## src/rtl/uart_rx.sv

```systemverilog
// UART receiver: oversampling-free frame decoder driven by an external prescaler's
// mid-bit pulse. Delivers payload bytes on a valid/ready holding register.
module uart_rx #(
    parameter int DataBits   = 8,
    parameter int ParityMode = 0,
    parameter int SyncStages = 2
) (
    input  logic                i_clk,
    input  logic                i_rst,
    input  logic                i_rx,
    input  logic                i_half,
    output logic                o_presc_en,
    output logic [DataBits-1:0] o_data,
    output logic                o_valid,
    input  logic                i_ready,
    output logic                o_frame_err,
    output logic                o_parity_err,
    output logic                o_overrun
);

    localparam logic [2:0] ST_IDLE   = 3'd0;
    localparam logic [2:0] ST_START  = 3'd1;
    localparam logic [2:0] ST_DATA   = 3'd2;
    localparam logic [2:0] ST_PARITY = 3'd3;
    localparam logic [2:0] ST_STOP   = 3'd4;

    localparam int              CntW      = 4;
    localparam logic [CntW-1:0] LastBit   = CntW'(DataBits - 1);
    localparam logic            OddParity = (ParityMode == 2);

    logic [SyncStages-1:0] sync_reg;
    logic                  rx_s;
    logic                  rx_q_reg;

    logic [2:0]          state_reg,      state_next;
    logic                presc_en_reg,   presc_en_next;
    logic [CntW-1:0]     bit_cnt_reg,    bit_cnt_next;
    logic [DataBits-1:0] shift_reg,      shift_next;
    logic                parity_bad_reg, parity_bad_next;
    logic [DataBits-1:0] data_reg,       data_next;
    logic                valid_reg,      valid_next;
    logic                frame_err_reg,  frame_err_next;
    logic                parity_err_reg, parity_err_next;
    logic                overrun_reg,    overrun_next;

    logic half;
    logic accept;

    // Line synchroniser: resets to the idle level so no spurious start edge appears.
    always_ff @(posedge i_clk) begin
        if (i_rst) begin
            sync_reg <= '1;
            rx_q_reg <= 1'b1;
        end else begin
            sync_reg <= {sync_reg[SyncStages-2:0], i_rx};
            rx_q_reg <= rx_s;
        end
    end

    assign rx_s   = sync_reg[SyncStages-1];
    assign half   = i_half && presc_en_reg;
    assign accept = valid_reg && i_ready;

    always_comb begin
        state_next      = state_reg;
        presc_en_next   = presc_en_reg;
        bit_cnt_next    = bit_cnt_reg;
        shift_next      = shift_reg;
        parity_bad_next = parity_bad_reg;
        data_next       = data_reg;
        valid_next      = valid_reg;
        frame_err_next  = 1'b0;
        parity_err_next = 1'b0;
        overrun_next    = 1'b0;

        if (accept) begin
            valid_next = 1'b0;
        end

        case (state_reg)
            ST_IDLE: begin
                if (rx_q_reg && !rx_s) begin
                    state_next      = ST_START;
                    presc_en_next   = 1'b1;
                    parity_bad_next = 1'b0;
                end
            end
            ST_START: begin
                if (half) begin
                    if (!rx_s) begin
                        state_next   = ST_DATA;
                        bit_cnt_next = '0;
                    end else begin
                        // Line back high at mid-start: treat as a glitch.
                        state_next    = ST_IDLE;
                        presc_en_next = 1'b0;
                    end
                end
            end
            ST_DATA: begin
                if (half) begin
                    shift_next   = {rx_s, shift_reg[DataBits-1:1]};
                    bit_cnt_next = bit_cnt_reg + 1'b1;
                    if (bit_cnt_reg == LastBit) begin
                        state_next = (ParityMode != 0) ? ST_PARITY : ST_STOP;
                    end
                end
            end
            ST_PARITY: begin
                if (half) begin
                    parity_bad_next = (((^shift_reg) ^ rx_s) != OddParity);
                    state_next      = ST_STOP;
                end
            end
            ST_STOP: begin
                if (half) begin
                    state_next    = ST_IDLE;
                    presc_en_next = 1'b0;
                    if (!rx_s) begin
                        frame_err_next  = 1'b1;
                        parity_err_next = parity_bad_reg;
                    end else if (parity_bad_reg) begin
                        parity_err_next = 1'b1;
                    end else if (valid_reg && !i_ready) begin
                        // Holding register still owned by the consumer: drop the new byte.
                        overrun_next = 1'b1;
                    end else begin
                        data_next  = shift_reg;
                        valid_next = 1'b1;
                    end
                end
            end
            default: begin
                state_next    = ST_IDLE;
                presc_en_next = 1'b0;
            end
        endcase
    end

    always_ff @(posedge i_clk) begin
        if (i_rst) begin
            state_reg      <= ST_IDLE;
            presc_en_reg   <= 1'b0;
            bit_cnt_reg    <= '0;
            shift_reg      <= '0;
            parity_bad_reg <= 1'b0;
            data_reg       <= '0;
            valid_reg      <= 1'b0;
            frame_err_reg  <= 1'b0;
            parity_err_reg <= 1'b0;
            overrun_reg    <= 1'b0;
        end else begin
            state_reg      <= state_next;
            presc_en_reg   <= presc_en_next;
            bit_cnt_reg    <= bit_cnt_next;
            shift_reg      <= shift_next;
            parity_bad_reg <= parity_bad_next;
            data_reg       <= data_next;
            valid_reg      <= valid_next;
            frame_err_reg  <= frame_err_next;
            parity_err_reg <= parity_err_next;
            overrun_reg    <= overrun_next;
        end
    end

    assign o_presc_en   = presc_en_reg;
    assign o_data       = data_reg;
    assign o_valid      = valid_reg;
    assign o_frame_err  = frame_err_reg;
    assign o_parity_err = parity_err_reg;
    assign o_overrun    = overrun_reg;

endmodule

```

## config.mk

```make
export PLATFORM = sky130hd
export DESIGN_NAME = uart_rx
export DESIGN_NICKNAME = d
export VERILOG_FILES = /design/src/rtl/uart_rx.sv
export SDC_FILE = /design/constraint.sdc
export NUM_CORES = 1
export LEC_CHECK = 0
export BUFFER_PORTS_ARGS = -buffer_cell sky130_fd_sc_hd__buf_2
export CAP_MARGIN = 20
export CORE_UTILIZATION = 47
export CTS_CLUSTER_DIAMETER = 100
export CTS_CLUSTER_SIZE = 20
export DETAILED_ROUTE_END_ITERATION = 12
export PLACE_DENSITY = 0.71
export SLEW_MARGIN = 20
export SYNTH_ARGS = -nofsm -noshare
export SYNTH_HDL_FRONTEND = slang
export SYNTH_SLANG_ARGS = --single-unit
```

## constraint.sdc

```tcl
create_clock -name i_clk -period 1.88 [get_ports i_clk]
set_input_delay 0.47 -clock i_clk [delete_from_list [all_inputs] [get_ports i_clk]]
set_output_delay 0.47 -clock i_clk [all_outputs]
set_load 0.03 [all_outputs]
```

==> out/qor.csv, run 1 <==
metric;value;unit
numCtsBuffers;5;
period_share;89.4;%
grt_pass1_wl;4170;um
rsz0062_at_grt;no;
final.setup.tns;0;ns
ys.warnings.count;0;
dieArea;3230;um2
grt_overflow;0;
drtIter0Drc;23;
layout.cells.non_filler;193;
hold_violations;0;
clock_latency;0.32;ns
slew_headroom;61.2;%
yosysSeqAreaShare;45.4;%
worst_r2r_startpoint;state_reg[0];
post_drt_wl_per_cell;12.6;um
dpl_cell_area;1500;um2
p_sw_share;24.3;%
syn_avg_cell_area;9.87;um2
endpoint_kind;flop;
rows;19;
port_buffers;17;
cts_tree;built;
r2r.worst_path.cells;4;
required;2.09;ns
post-route-min-period;1.68;ns
firstDrtPassIters;8;
finalSetupViolCount;0;
max_freq;595;MHz
dominantRegCellSynth;dfxtp_1;
synthTopCellsByCount;dfxtp_1 (32), nor2_1 (23), mux2i_1 (17);
reg2reg_to;bit_cnt_reg[1];
violations;design-rule violations;
post-synth-top-area-cell;dfxtp_1;
area_growth;9.84;%
num_antenna_cells;0;
r2r_slack;0.20;ns
start_util;50.3;%
power_density;731;nW/um2
clk_pin_slew;0.09;ns
cp-start-kind;flop;
syn-cell-area;1410;um2
post-place-cells;186;
internal_power;0.000859;W
antenna_found_initial;0;
tightest_slew;0.573;ns
vias;1058;
finalWorstSetupSlack;0.199;ns
crit_path_start;state_reg[0];
path_max_fanout;13;
crit_type;flop to flop;
finalClockSkew;0.00389;ns
maxCapViolCount;0;
grt_usage;17.0;%
synth_nets;149;
p_leak;0.642;nW
finalWirelength;2430;um
top_level_ports;18;
synth_top_area_share;45.4;%
synth_cells;143;
ys_ff_latch;32;
die_y;56.8;um
comb_power_share;6.7;%
synth_edf_count;0;
clockBufferDepth;2;
ys_types;44;
synthArstFlopShare;0;%
drv_slew;0;
worstPathArrival;1.90;ns
cts_resized;0;
utilization;55.3;%
hp-class;input port to flop;
power_frac_clock;31.0;%
finalNetCount;168;
grt_pass1_vias;946;
place_ws;0.221;ns
synth_most_common_cell;dfxtp_1;
crit_path_end;bit_cnt_reg[1];
ir_drop;0.506;mV
dp_hpwl;1650;um
hold_buffers;0;
outcome;finished, violations left;
cts.sinks;32;
seqPwrFrac;62.3;%
htree_levels;2;
post_cts_buffers;0;
layout-drive-gt1-share;21.6;%
gp_congestion;0.743;
postRouteAntennaNets;0;
postLayoutCellArea;1550;um2
die_w;56.8;um
cts_root_buf;clkbuf_4;
p_switching;0.000275;W
via_per_inst;5.48;
synth_area_leaders;dfxtp_1 (45%), mux2i_1 (12%), nor2_1 (6.1%);
grt_start_max_net_pins;30;
drc;2;
core-area;2810;um2
final cells by class:
type / count / area, um2
sequential: 32 / 641
tap: 31 / 38.8
inverter: 3 / 11.3
fill: 253 / 1250
multi-input combinational: 100 / 706
clock buffer: 6 / 41.3
clock inverter: 1 / 5.00
timing repair buffer: 20 / 108
how the worst min path moves through the flow:
stage,slack (ns),cells past startpoint,from,endpoint
4_1_cts,0.30,2,i_rx,sync_reg[0]
2_1_floorplan,0.39,1,sync_reg[0],sync_reg[1]
3_5_place_dp,0.41,1,sync_reg[0],sync_reg[1]
5_1_grt,0.31,2,i_rx,sync_reg[0]
3_3_place_gp,0.39,1,sync_reg[0],sync_reg[1]
6_report,0.32,2,i_rx,sync_reg[0]
per-layer routing:
metal	global-route usage, %	up-vias	share of wire [%]
li1	-	543	-
met1	20.0	491	46
met2	27.7	20	48
met3	6.91	4	5.1
met4	6.27	0	0.70
met5	0	-	0
layout by cell type, fill, tap and decap left out, types with 2 or more instances in the layout:
cell type and n:
dfxtp_1 32, nor2_1 23, mux2i_1 17, buf_2 17, a21oi_1 7, nand2_1 5, clkbuf_4 5, xnor2_1 4
nand2b_1 3, or2_2 3, inv_1 3, nor3_1 3, buf_4 3, nor4b_2 2, o21ai_0 2, nand3b_1 2
a22oi_1 2, nand3_1 2
kinds of logic after synthesis:
group                    Yosys count  synth area share (%)
AO/OA/AOI/OAI                     20                  9.40
buffers and inverters             11                  4.61
XOR/XNOR                           6                  4.70
multiplexers                      17                  12.1
flip-flops                        32                  45.4
adder cells (fa/ha/maj)            1                 0.886
AND/OR/NAND/NOR                   56                  23.0
power by group through the flow:
stage                     clock network, W  registers (W)   logic, W
after detailed placement                 0       0.000722  0.0000752
after floorplan                          0       0.000711  0.0000715
after global routing              0.000387       0.000710  0.0000829
after CTS                         0.000369       0.000707  0.0000756
final                             0.000352       0.000707  0.0000755
after global placement                   0       0.000721  0.0000738
critical path: stages (launching register included):
cell and delay, ns:
dfxtp_1 0.56, or3b_1 0.41, a211o_1 0.36, a22oi_1 0.20
nor2_1 0.05
metrics by stage:
stage                     total power [W]  hold WS (ns)
after CTS                         0.00115         0.303
final                             0.00113         0.320
after detailed placement         0.000797         0.408
after global routing              0.00118         0.305
after global placement           0.000795         0.395
after floorplan                  0.000783         0.389
Power figures use the tool's default switching activity.
==> run 2, diff against run 1 <==
- CELL_PAD_IN_SITES_DETAIL_PLACEMENT: not set -> 0
- CELL_PAD_IN_SITES_GLOBAL_PLACEMENT: not set -> 1
- CORE_UTILIZATION: 47 -> 43
- PLACE_DENSITY: 0.71 -> 0.81
==> run 2 against run 1 <==
The flow now finishes without violations; worst hold slack improved by 0.011 ns; die area increased by 9.0%; critical path type unchanged; cell area up 2.3%; clock skew rose by 0.0060 ns; sequential power down 1%; setup slack better by 0.089 ns; sequential cell count unchanged; clock-buffer cell count grew 2; maximum frequency grew 5.6%; global-route usage grew 0.35 points; combinational power is 15% higher; highest routed layer unchanged.
==> out/qor.csv, run 2 (synthesized netlist as in run 1, its figures left out) <==
metric;value;unit
crit_slowest_cell;nor4b_1;
drc;0;
rows;20;
p_sw_share;24.0;%
drtIter0Drc;55;
regArea;641;um2
clk_pin_slew;0.10;ns
core-area;3080;um2
dp_hpwl;1770;um
ir_drop;0.398;mV
finalClockSkew;0.00993;ns
grt_usage;17.3;%
maxCapViolCount;0;
power_frac_clock;34.2;%
outcome;completed;
cts.sinks;32;
post-route-min-period;1.59;ns
tightest_slew;0.621;ns
final_common_cell;dfxtp_1;
finalNetCount;169;
layout-drive-gt1-share;22.0;%
clock_latency;0.33;ns
power;0.00120;W
dieArea;3520;um2
area_growth;12.4;%
top_level_ports;18;
filler_cell_count;286;
internal_power;0.000909;W
worstPathArrival;1.82;ns
drv_slew;0;
slew_headroom;58.0;%
multi_input_area;706;um2
cts_root_buf;clkbuf_4;
max_freq;628;MHz
power_density;754;nW/um2
hold_buffers;0;
p_switching;0.000286;W
final_cell_mix;dfxtp_1 (32), nor2_1 (23), mux2i_1 (17), buf_2 (17), a21oi_1 (7);
grt_overflow;0;
postRouteAntennaNets;0;
port_buffers;17;
critical_path.cell_chain;nor4b_1 > a21oi_1 > nand4bb_1 > nand3_1;
die_y;59.3;um
endpoint_kind;flop;
grt_pass1_vias;1035;
vias;1092;
path_max_fanout;11;
gp_congestion;0.814;
finalWirelength;2590;um
via_per_inst;5.25;
start_util;45.9;%
post_cts_buffers;0;
htree_levels;2;
die_w;59.3;um
cts_resized;0;
clockBufferDepth;2;
p_leak;0.653;nW
rsz0062_at_grt;no;
grt_start_max_net_pins;30;
hp-class;input port to flop;
numCtsBuffers;5;
required;2.11;ns
comb_power_share;7.3;%
final.setup.tns;0;ns
hold_violations;0;
firstDrtPassIters;4;
grt_pass1_wl;4440;um
num_antenna_cells;0;
cpPeakStageDelay;0.63;ns
cp-start-kind;flop;
antenna_found_initial;0;
post_drt_wl_per_cell;12.5;um
cts_tree;built;
period_share;84.7;%
seqPwrFrac;58.5;%
finalSetupViolCount;0;
crit_type;flop to flop;
[run 2: changes by cell type in the layout (fill, tap and decap cells not counted)]
cell	previous run	this run
clkbuf_8	0	1
buf_4	3	4
clkbuf_1	1	2
clkinv_2	1	0
[run 2: area by class of cell]
type	count	share of cell area, %
flip-flops and latches	32	40.4
clock buffers	8	3.71
well taps	44	3.47
multi-input cells	100	44.5
repair buffers	21	7.26
inverters	3	0.710
[run 2: power groups by stage]
stage | logic [W] | registers (W) | clock network (W)
2_1_floorplan | 0.0000715 | 0.000711 | 0
3_3_place_gp | 0.0000845 | 0.000715 | 0
3_5_place_dp | 0.0000870 | 0.000716 | 0
4_1_cts | 0.0000873 | 0.000700 | 0.000423
5_1_grt | 0.0000967 | 0.000702 | 0.000453
6_report | 0.0000872 | 0.000700 | 0.000408
[run 2: final timing paths]
check,start,endpoint,slack [ns],cells past startpoint
worst max-delay path,sync_reg[1],parity_bad_reg,0.29,4
worst min-delay path,i_rx,sync_reg[0],0.33,2
worst max register to register,sync_reg[1],parity_bad_reg,0.29,4
worst min register to register,sync_reg[0],sync_reg[1],0.43,1
[run 2: per-layer routing]
layer	vias up	global-route usage, %	part of all wire (%)
met2	30	28.6	49
met4	0	7.48	1.7
met3	6	6.55	5.2
met5	-	0	0
met1	507	20.0	44
li1	549	-	-
[run 2: worst max-delay path: cells and delay by family (launching register included)]
| family | cells | cell delay, ns |
|---|---|---|
| compound gates | 1 | 0.22 |
| simple gates | 3 | 0.85 |
| flops | 1 | 0.43 |
[run 2: per-stage QoR]
| stage | hold WS [ns] | instance area (um2) | utilization (%) | std cells | setup slack (ns) |
|---|---|---|---|---|---|
| after floorplan | 0.389 | 1410 | - | 143 | 0.215 |
| after global placement | 0.392 | 1530 | 49.6 | 200 | 0.261 |
| final | 0.331 | 1590 | 51.5 | 208 | 0.288 |
| after CTS | 0.323 | 1590 | 51.5 | 208 | 0.268 |
| after detailed placement | 0.412 | 1530 | 49.6 | 200 | 0.197 |
| after global routing | 0.322 | 1590 | 51.5 | 208 | 0.109 |
